--- config.mk ---
export PLATFORM = sky130hd
export DESIGN_NAME = spram_req_adapter
export DESIGN_NICKNAME = d
export VERILOG_FILES = /design/src/rtl/spram_req_adapter.sv
export SDC_FILE = /design/constraint.sdc
export NUM_CORES = 1
export LEC_CHECK = 0
export BUFFER_PORTS_ARGS = -buffer_cell sky130_fd_sc_hd__buf_4
export CORE_ASPECT_RATIO = 1.5
export CORE_UTILIZATION = 55
export CTS_CLUSTER_DIAMETER = 120
export DETAILED_ROUTE_END_ITERATION = 8
export PLACE_DENSITY = 0.83
export SYNTH_ARGS = -nofsm -noshare
export SYNTH_HDL_FRONTEND = slang
export SYNTH_SLANG_ARGS = --single-unit
--- constraint.sdc ---
create_clock -name Clk_CI -period 7.3 [get_ports Clk_CI]
set_clock_uncertainty 0.15 [all_clocks]
set_input_delay 1.095 -clock Clk_CI [delete_from_list [all_inputs] [get_ports Clk_CI]]
set_output_delay 1.095 -clock Clk_CI [all_outputs]
set_load 0.1 [all_outputs]
--- src/rtl/spram_req_adapter.sv ---
`default_nettype none
// ============================================================================
// Module   : spram_req_adapter
// Function : valid/grant request front-end for a single-port 64-bit byte-enable
//            RAM, with credit-protected in-order response FIFO (valid/ready).
// Revision : 1.0 - initial release
// ============================================================================
module spram_req_adapter #(
    parameter int ADDR_WIDTH = 10,
    parameter int RAM_LAT    = 1,
    parameter int RESP_DEPTH = 4
) (
    input  logic                  Clk_CI,
    input  logic                  Rst_RBI,
    input  logic                  Req_SI,
    output logic                  Gnt_SO,
    input  logic                  ReqWe_SI,
    input  logic [7:0]            ReqBe_SI,
    input  logic [ADDR_WIDTH-1:0] ReqAddr_DI,
    input  logic [63:0]           ReqWData_DI,
    output logic                  RspValid_SO,
    input  logic                  RspReady_SI,
    output logic                  RspWrite_SO,
    output logic [63:0]           RspRData_DO,
    output logic                  RamCSel_SO,
    output logic                  RamWrEn_SO,
    output logic [7:0]            RamBEn_SO,
    output logic [ADDR_WIDTH-1:0] RamAddr_DO,
    output logic [63:0]           RamWrData_DO,
    input  logic [63:0]           RamRdData_DI
);

    localparam int c_CNT_W = $clog2(RESP_DEPTH + 1);
    localparam int c_PTR_W = $clog2(RESP_DEPTH);

    localparam logic [c_CNT_W-1:0] c_DEPTH    = c_CNT_W'(RESP_DEPTH);
    localparam logic [c_CNT_W-1:0] c_CNT_ONE  = c_CNT_W'(1);
    localparam logic [c_PTR_W-1:0] c_PTR_ONE  = c_PTR_W'(1);
    localparam logic [c_PTR_W-1:0] c_LAST_PTR = c_PTR_W'(RESP_DEPTH - 1);

    logic [c_CNT_W-1:0] credits_q, credits_d;
    logic [RAM_LAT-1:0] tag_vld_q, tag_vld_d;
    logic [RAM_LAT-1:0] tag_wr_q,  tag_wr_d;
    logic [c_PTR_W-1:0] wptr_q, wptr_d;
    logic [c_PTR_W-1:0] rptr_q, rptr_d;
    logic [c_CNT_W-1:0] count_q, count_d;
    logic [64:0]        fifo_q [RESP_DEPTH];

    logic               w_accept;
    logic               w_pop;
    logic               w_push;
    logic [64:0]        w_push_data;
    logic [64:0]        w_head;

    // Grant depends only on registered credits, so the response ready never
    // reaches the request side or the RAM pins combinationally.
    assign Gnt_SO   = (credits_q != '0) && Rst_RBI;
    assign w_accept = Req_SI && Gnt_SO;

    assign RamCSel_SO   = w_accept;
    assign RamWrEn_SO   = ReqWe_SI && w_accept;
    assign RamBEn_SO    = w_accept ? ReqBe_SI : 8'h00;
    assign RamAddr_DO   = ReqAddr_DI;
    assign RamWrData_DO = ReqWData_DI;

    assign RspValid_SO = (count_q != '0);
    assign w_pop       = RspValid_SO && RspReady_SI;
    assign w_head      = fifo_q[rptr_q];
    assign RspWrite_SO = RspValid_SO && w_head[64];
    assign RspRData_DO = RspValid_SO ? w_head[63:0] : 64'h0;

    always_comb begin
        credits_d = credits_q;
        if (w_accept && !w_pop) begin
            credits_d = credits_q - c_CNT_ONE;
        end else if (!w_accept && w_pop) begin
            credits_d = credits_q + c_CNT_ONE;
        end
    end

    // Tag pipeline: the last stage lines up with the RAM read data.
    assign tag_vld_d[0] = w_accept;
    assign tag_wr_d[0]  = w_accept && ReqWe_SI;

    generate
        for (genvar i = 1; i < RAM_LAT; i++) begin : g_tag_stage
            assign tag_vld_d[i] = tag_vld_q[i-1];
            assign tag_wr_d[i]  = tag_wr_q[i-1];
        end
    endgenerate

    assign w_push      = tag_vld_q[RAM_LAT-1];
    assign w_push_data = {tag_wr_q[RAM_LAT-1],
                          tag_wr_q[RAM_LAT-1] ? 64'h0 : RamRdData_DI};

    always_comb begin
        wptr_d  = wptr_q;
        rptr_d  = rptr_q;
        count_d = count_q;
        if (w_push) begin
            wptr_d = (wptr_q == c_LAST_PTR) ? '0 : wptr_q + c_PTR_ONE;
        end
        if (w_pop) begin
            rptr_d = (rptr_q == c_LAST_PTR) ? '0 : rptr_q + c_PTR_ONE;
        end
        if (w_push && !w_pop) begin
            count_d = count_q + c_CNT_ONE;
        end else if (!w_push && w_pop) begin
            count_d = count_q - c_CNT_ONE;
        end
    end

    always_ff @(posedge Clk_CI) begin
        if (!Rst_RBI) begin
            credits_q <= c_DEPTH;
            tag_vld_q <= '0;
            tag_wr_q  <= '0;
            wptr_q    <= '0;
            rptr_q    <= '0;
            count_q   <= '0;
        end else begin
            credits_q <= credits_d;
            tag_vld_q <= tag_vld_d;
            tag_wr_q  <= tag_wr_d;
            wptr_q    <= wptr_d;
            rptr_q    <= rptr_d;
            count_q   <= count_d;
        end
    end

    // Storage is left unreset; the head is masked while the FIFO is empty.
    always_ff @(posedge Clk_CI) begin
        if (w_push) begin
            fifo_q[wptr_q] <= w_push_data;
        end
    end

endmodule
`default_nettype wire

==> results of run 1 <==
## worst max path at each step
stage / startpoint / endpoint / slack (ps)
2_1_floorplan: Rst_RBI / credits_q[2]$_SDFFE_PN1P_ / 2710
3_3_place_gp: flop / RspRData_DO[0] / 3470
3_5_place_dp: flop / RspRData_DO[0] / 3450
4_1_cts: flop / RspRData_DO[1] / 2920
5_1_grt: flop / RspRData_DO[1] / 2800
6_report: flop / RspRData_DO[1] / 3040
## cell usage in the layout, fill, tap and decap left out, types with 2 or more instances in the layout
cell type,instances
clkinvlp_4,4
inv_1,6
and2_4,4
a21boi_0,2
mux2i_1,3
buf_4,155
nand2_1,3
clkbuf_16,23
fa_1,2
clkbuf_1,5
bufinv_16,2
and2_1,70
o21ai_0,4
or3_1,3
clkinv_2,3
dfxtp_4,2
ha_1,7
dfxtp_1,11
nand3_1,2
and3_1,10
mux4_2,65
xor2_1,2
nor2b_1,67
xnor2_1,2
edfxtp_1,260
## synth_stat cells, drive strengths merged
| cell | number | area share (%) |
|---|---|---|
| mux2i | 3 | 0.26 |
| clkbuf | 18 | 0.59 |
| xnor2 | 2 | 0.15 |
| a21boi | 2 | 0.13 |
| mux4 | 65 | 13 |
| edfxtp | 260 | 68 |
| nor2b | 67 | 3.6 |
| or3 | 4 | 0.22 |
| o31ai | 1 | 0.065 |
| inv | 6 | 0.20 |
| fa | 2 | 0.35 |
| nor2 | 1 | 0.032 |
| buf | 87 | 5.7 |
| o31a | 1 | 0.076 |
| dfxtp | 14 | 2.4 |
| ha | 7 | 0.76 |
| xor2 | 2 | 0.15 |
| nand3 | 2 | 0.087 |
| and2 | 74 | 4.0 |
| and3 | 10 | 0.54 |
| o21ai | 4 | 0.17 |
| nand2 | 3 | 0.098 |
## stage by stage
stage	cells	utilization, %	setup slack (ps)	area, µm²
global route	988	63.6	2800	13000
global placement	949	60.1	3470	12300
detailed placement	949	60.1	3450	12300
finish	989	63.6	3040	13000
CTS	988	63.6	2920	13000
floorplan	635	-	2710	11500
## metal layers
layer,global-route usage [%],share of wire (%)
met5,0,0
met4,10.7,4.7
met3,3.92,7.1
met2,35.2,52
met1,24.3,36
## critical path, stage by stage (launching register included)
cell and delay [ps]:
dfxtp_4 640, buf_4 790, mux4_2 640, and2_1 180, buf_4 230
## cell families (layout without fill, tap and decap cells)
group           count (synthesis)  after routing  share of synthesized area (%)
compound gates                  8              8                          0.445
fa+ha+maj                       9              9                           1.11
flops                         274            274                           70.1
other cells                     0              1                              0
buf+inv                       111            200                           6.48
simple gates                  161            161                           8.62
mux                            68             68                           12.9
xor+xnor                        4              4                          0.304
## registers in the layout, indices dropped and copies added, names as in the netlist, named ones only
register / count
fifo_q: 260
count_q: 3
credits_q: 3
rptr_q: 2
wptr_q: 2
tag_vld_q: 1
tag_wr_q: 1
## area by class of cell
type / count / area, µm² / share of cell area, %
repair buffers: 155 / 1160 / 8.92
flip-flops and latches: 274 / 8100 / 62.1
well taps: 264 / 330 / 2.53
inverters: 6 / 22.5 / 0.173
clock inverters: 10 / 109 / 0.834
diodes: 1 / 2.50 / 0.0192
multi-input cells: 250 / 2710 / 20.8
clock buffers: 29 / 608 / 4.66
==> out/summary.txt, run 1 <==
Outcome: completed
CP required: 6050 ps
Final min period: 4260 ps
Seq cells post-synth: 274
Filler cell count: 1,463
Number of clock sinks: 274
R2r startpoint: count_q[0]$_SDFFE_PN0P_
Post-route ant nets: 0
Final setup fails: 0
CP Launch Type: flop
CP Class: reg -> out
DRT Wirelength: 22.0 mm
Layout cells sized above 1: 36.0%
H-Tree Depth: 1
Final period util: 58.3%
Largest net degree at the start of global routing: 67
PostCTS Resize Cnt: 0
Initial Utilization: 56.3%
PortBufs: 153
Die Ht: 179 µm
Mean post-synth cell area: 18.2 µm²
Final hold vios: 0
Synth Net Count: 795
Hold buffer count at CTS: 0
Number of global-route vias before repair: 5,957
Pins Over Slew Limit: 0
Layout Nets: 870
First-pass GRT wire length: 32.9 mm
DRC Markers: 0
Routed wire per std cell: 22.2 µm
GP Congestion: 0.700
Slew @ Worst Pin: 1110 ps
Max_cap viols: 0
Drt via density: 5.69
R2R cell count: 7
Sequential share of the synthesized area: 70.1%
Worst-skew pair later-pin latency: 500 ps
Root Buffer: clkbuf_16
Fmax: 0.235 GHz
CTS Buf Count: 23
Synthesized cell area: 11,500 µm²
Max Buffers Root-to-Sink: 3
R2R Setup Slk: 4690 ps
Initial antenna violation count: 1
Yosys cell types: 24
Total gr overflow: 0
Layout overhead on the synthesized area: 13.1%
Cell row count: 64
Vias: 5,626
Critical Path Sink Type: output port
YS warnings: 0
Reg2reg end: count_q[2]$_SDFFE_PN0P_
HP Start: rptr_q[1]$_SDFFE_PN0P_
Slew headroom: 26.3%
HPWL after detailed placement: 13.1 mm
Synth Instances: 635
DIE AREA: 21,600 µm²
Hold Crit Class: reg -> reg
CP Max Fanout: 43
Cells on Worst Hold Path: 2
Post-CTS Repair Setup Buffers: 0
Initial DRC Count: 312
Total track usage: 20.4%
Drt first pass iters: 4
Core area: 20,500 µm²
Clk pin slew, worst setup/hold paths: 60 ps
CTS tree: built
Die Wd: 120 µm
RSZ-0062 raised after global routing: no
Final TNS setup: 0 ps
# IOs: 302
Worst Path Arrival: 3010 ps
Hold slack final: 365 ps
Power of run 1 is not shown: default switching activity piles up to over one toggle a cycle in this logic, so the estimate is an artifact.
==> run 2: changes to the inputs <==
CORE_UTILIZATION = 53   (was 55)
PLACE_DENSITY = 0.8   (was 0.83)
clock period = 4.4 ns   (was 7.3 ns; I/O delays follow)
==> out/summary.txt, run 2 (synthesized netlist as in run 1, its figures left out) <==
Root Buffer: clkbuf_16
Filler cell count: 1,510 (+3.2%)
Initial antenna violation count: 1 (unchanged)
H-Tree Depth: 1 (unchanged)
Most frequent cells in the layout: 260 x edfxtp_1, 157 x buf_4, 70 x and2_1
Outcome: completed
CP Class: reg -> out
Final Worst Setup Slack: 911 ps (-2130 ps)
Final setup fails: 0 (unchanged)
Total gr overflow: 0 (unchanged)
Worst-skew pair later-pin latency: 500 ps (about the same)
Drt via density: 5.53 (-2.8%)
Vias: 5,489 (-2.4%)
PortBufs: 153 (unchanged)
Total track usage: 19.5% (-0.84 points)
CTS tree: built
Final TNS setup: 0 ps (unchanged)
Slew headroom: 27.0% (+0.69 points)
Die Wd: 122 µm (+1.8%)
Number of clock sinks: 274 (unchanged)
Core area: 21,200 µm² (+3.5%)
Post-route ant nets: 0 (unchanged)
CTS Buf Count: 23 (unchanged)
Fmax: 0.287 GHz
CP Launch Type: flop
Layout overhead on the synthesized area: 13.1% (about the same)
Critical Path Sink Type: output port
HPWL after detailed placement: 12.6 mm (-3.2%)
Commonest non-fill, non-tap cell in the layout: edfxtp_1
Max Buffers Root-to-Sink: 3 (unchanged)
DRC Markers: 0 (unchanged)
Pins Over Slew Limit: 0 (unchanged)
Hold Crit Class: in -> reg
Hold buffer count at CTS: 0 (unchanged)
# IOs: 302 (unchanged)
Largest net degree at the start of global routing: 67 (unchanged)
Initial Utilization: 54.4% (-1.9 points)
Layout Nets: 872 (+0.23%)
Drt first pass iters: 4 (unchanged)
Worst Path Arrival: 2680 ps (-330 ps)
Final hold vios: 0 (unchanged)
CP required: 3590 ps (-2460 ps)
Slew @ Worst Pin: 1100 ps (-10.4 ps)
Number of global-route vias before repair: 6,002 (+0.76%)
PostCTS Resize Cnt: 0 (unchanged)
Post-CTS Repair Setup Buffers: 0 (unchanged)
RSZ-0062 raised after global routing: no
CP Max Fanout: 31 (-28%)
Initial DRC Count: 369 (+18%)
Dpl ws: 1340 ps (-2110 ps)
Die Ht: 183 µm (+1.8%)
DIE AREA: 22,400 µm² (+3.7%)
Most flop-heavy register: fifo_q
DRT Wirelength: 21.1 mm (-4.2%)
First-pass GRT wire length: 32.9 mm (-0.11%)
Regs by FF count: fifo_q: 260 flops, count_q: 3 flops, credits_q: 3 flops
Final min period: 3490 ps
GP Congestion: 0.748 (+6.8%)
Max reg flops: 260 (unchanged)
Layout cells sized above 1: 35.9% (-0.14 points)
Final period util: 79.3%
Cell row count: 65 (+1.6%)
Max_cap viols: 0 (unchanged)
Clk pin slew, worst setup/hold paths: 70 ps (about the same)
Routed wire per std cell: 21.2 µm (-4.5%)
run 2: per-stage QoR:
stage	instance area [µm²]	utilization [%]	instances	hold WS [ps]
global placement	12300	58.2	955	327
global route	13000	61.5	992	253
CTS	13000	61.5	992	245
finish	13100	61.5	993	259
detailed placement	12300	58.2	955	364
floorplan	11500	-	635	308
run 2: layer usage:
metal,part of all wire [%],vias to the layer above,wire length (µm),track usage [%]
met5,0.057,-,12,0
li1,-,2467,-,-
met4,3.8,2,790,8.73
met1,37,2767,7800,23.9
met2,53,182,11200,33.4
met3,5.8,71,1230,3.66
run 2: final cells by class:
cell class / instances / area (µm²) / share of cell area [%]
antenna: 1 / 2.50 / 0.0192
clock buffer: 29 / 608 / 4.66
clock inverter: 8 / 93.8 / 0.719
inverter: 6 / 22.5 / 0.173
multi-input combinational: 250 / 2710 / 20.8
sequential: 274 / 8100 / 62.0
tap: 268 / 335 / 2.57
timing repair buffer: 157 / 1180 / 9.03
run 2: worst paths after layout:
path | startpoint | end | slack, ps | cells past startpoint
worst max-delay path | flop | RspRData_DO[19] | 910 | 4
worst min-delay path | Rst_RBI | credits_q[2]$_SDFFE_PN1P_ | 260 | 2
worst min register to register | rptr_q[1]$_SDFFE_PN0P_ | flop | 380 | 2
worst max register to register | count_q[0]$_SDFFE_PN0P_ | count_q[2]$_SDFFE_PN0P_ | 1660 | 7
run 2: critical path, stage by stage, from the launching register on:
cell	delay, ps
dfxtp_4	760
buf_4	430
mux4_2	560
and2_1	190
buf_4	240
Power of run 2 is left out for the same reason.
==> run 3: changes to the inputs <==
clock period = 3.55 ns   (was 4.4 ns; I/O delays follow)
==> out/summary.txt, run 3 (synthesized netlist as in run 1, its figures left out) <==
Outcome: completed
Cells on Worst Hold Path: 2 (unchanged)
Fmax: 0.316 GHz
Final hold vios: 0 (unchanged)
Max_cap viols: 0 (unchanged)
Regs by FF count: fifo_q: 260 flops, count_q: 3 flops, credits_q: 3 flops
GP Congestion: 0.720 (-3.7%)
Layout cells sized above 1: 35.9% (about the same)
Layout overhead on the synthesized area: 13.7%
Total gr overflow: 0 (unchanged)
Drt first pass iters: 4 (unchanged)
Hold Path Sink: credits_q[2]$_SDFFE_PN1P_
Max reg flops: 260 (unchanged)
# IOs: 302 (unchanged)
Final setup fails: 0 (unchanged)
Final TNS setup: 0 ps (unchanged)
Worst Path Arrival: 2490 ps (-190 ps)
PostCTS Resize Cnt: 0 (unchanged)
Critical Path Sink Type: output port
Worst-skew pair later-pin latency: 500 ps (about the same)
DRC Markers: 0 (unchanged)
Number of global-route vias before repair: 6,129 (+2.1%)
Final period util: 89.2%
CP Max Fanout: 22 (-29%)
CP Launch Type: flop
Vias: 5,578 (+1.6%)
DIE AREA: 22,400 µm² (unchanged)
Routed wire per std cell: 22.0 µm (+3.8%)
Slew headroom: 26.3% (-0.66 points)
Reg2reg end: count_q[2]$_SDFFE_PN0P_
Final min period: 3170 ps
R2R cell count: 7 (unchanged)
Cell row count: 65 (unchanged)
Drt via density: 5.57 (+0.81%)
Hold Crit Class: in -> reg
HP Start: Rst_RBI
Largest net degree at the start of global routing: 67 (unchanged)
Die Wd: 122 µm (unchanged)
Layout Nets: 875 (+0.34%)
Most frequent cells in the layout: 260 x edfxtp_1, 156 x buf_4, 70 x and2_1
First-pass GRT wire length: 33.6 mm (+2.2%)
Root Buffer: clkbuf_16
Max Buffers Root-to-Sink: 3 (unchanged)
Slew @ Worst Pin: 1110 ps (+9.85 ps)
Initial Utilization: 54.4% (unchanged)
CTS Buf Count: 24 (+4.3%)
Most flop-heavy register: fifo_q
DRT Wirelength: 22.0 mm (+4.6%)
Pins Over Slew Limit: 0 (unchanged)
Commonest non-fill, non-tap cell in the layout: edfxtp_1
H-Tree Depth: 1 (unchanged)
RSZ-0062 raised after global routing: no
Die Ht: 183 µm (unchanged)
Post-CTS Repair Setup Buffers: 0 (unchanged)
Hold slack final: 119 ps (-140 ps)
Hold buffer count at CTS: 0 (unchanged)
Core area: 21,200 µm² (unchanged)
PortBufs: 153 (unchanged)
CTS tree: built
CP required: 2870 ps (-720 ps)
Initial DRC Count: 395 (+7.0%)
CP Class: reg -> out
Total track usage: 20.2% (+0.72 points)
R2R Setup Slk: 880 ps (-780 ps)
Filler cell count: 1,466 (-2.9%)
Ant diodes: 0 (-1)
Clk pin slew, worst setup/hold paths: 60 ps (about the same)
Number of clock sinks: 274 (unchanged)
Initial antenna violation count: 1 (unchanged)
HPWL after detailed placement: 13.3 mm (+5.1%)
R2r startpoint: count_q[0]$_SDFFE_PN0P_
Post-route ant nets: 0 (unchanged)
## run 3: cell count changes in the layout (fill, tap and decap cells not counted), moves of 2 or more
| cell | before | now |
|---|---|---|
| bufinv_16 | 2 | 0 |
| clkbuf_16 | 23 | 25 |
| buf_12 | 0 | 3 |
| clkbuf_1 | 5 | 9 |
| clkinv_2 | 2 | 4 |
| clkinv_1 | 2 | 4 |
## run 3: worst max-delay path by stage
stage,to,slack [ps]
detailed placement,count_q[2]$_SDFFE_PN0P_,870
finish,RspRData_DO[15],380
floorplan,credits_q[2]$_SDFFE_PN1P_,20
CTS,RspRData_DO[15],300
global route,RspRData_DO[17],240
global placement,RspRData_DO[12],910
## run 3: final cells by class
class / count / area [µm²] / share of cell area, %
inverters: 6 / 22.5 / 0.172
clock buffers: 36 / 687 / 5.24
flip-flops and latches: 274 / 8100 / 61.7
clock inverters: 8 / 35.0 / 0.267
repair buffers: 159 / 1230 / 9.38
multi-input cells: 250 / 2710 / 20.7
well taps: 268 / 335 / 2.56
## run 3: through the flow
step | setup WS [ps] | instance area, µm² | util [%] | std cells
final | 382 | 13100 | 61.8 | 1001
after global routing | 241 | 13100 | 61.8 | 1001
after CTS | 302 | 13100 | 61.8 | 1001
after detailed placement | 872 | 12400 | 58.4 | 957
after global placement | 908 | 12400 | 58.4 | 957
after floorplan | 24.4 | 11500 | - | 635
## run 3: critical path, cell delays in order (launching register included)
cell	delay [ps]
dfxtp_4	660
buf_4	340
mux4_2	550
and2_1	180
buf_4	230
## run 3: layer usage
| metal | part of all wire [%] | global-route usage (%) | up-vias |
|---|---|---|---|
| met2 | 53 | 35.6 | 202 |
| met3 | 6.4 | 3.56 | 84 |
| met4 | 4.5 | 10.2 | 2 |
| met1 | 36 | 23.5 | 2813 |
| met5 | 0.059 | 0 | - |
| li1 | - | - | 2477 |
Power of run 3 is left out for the same reason.
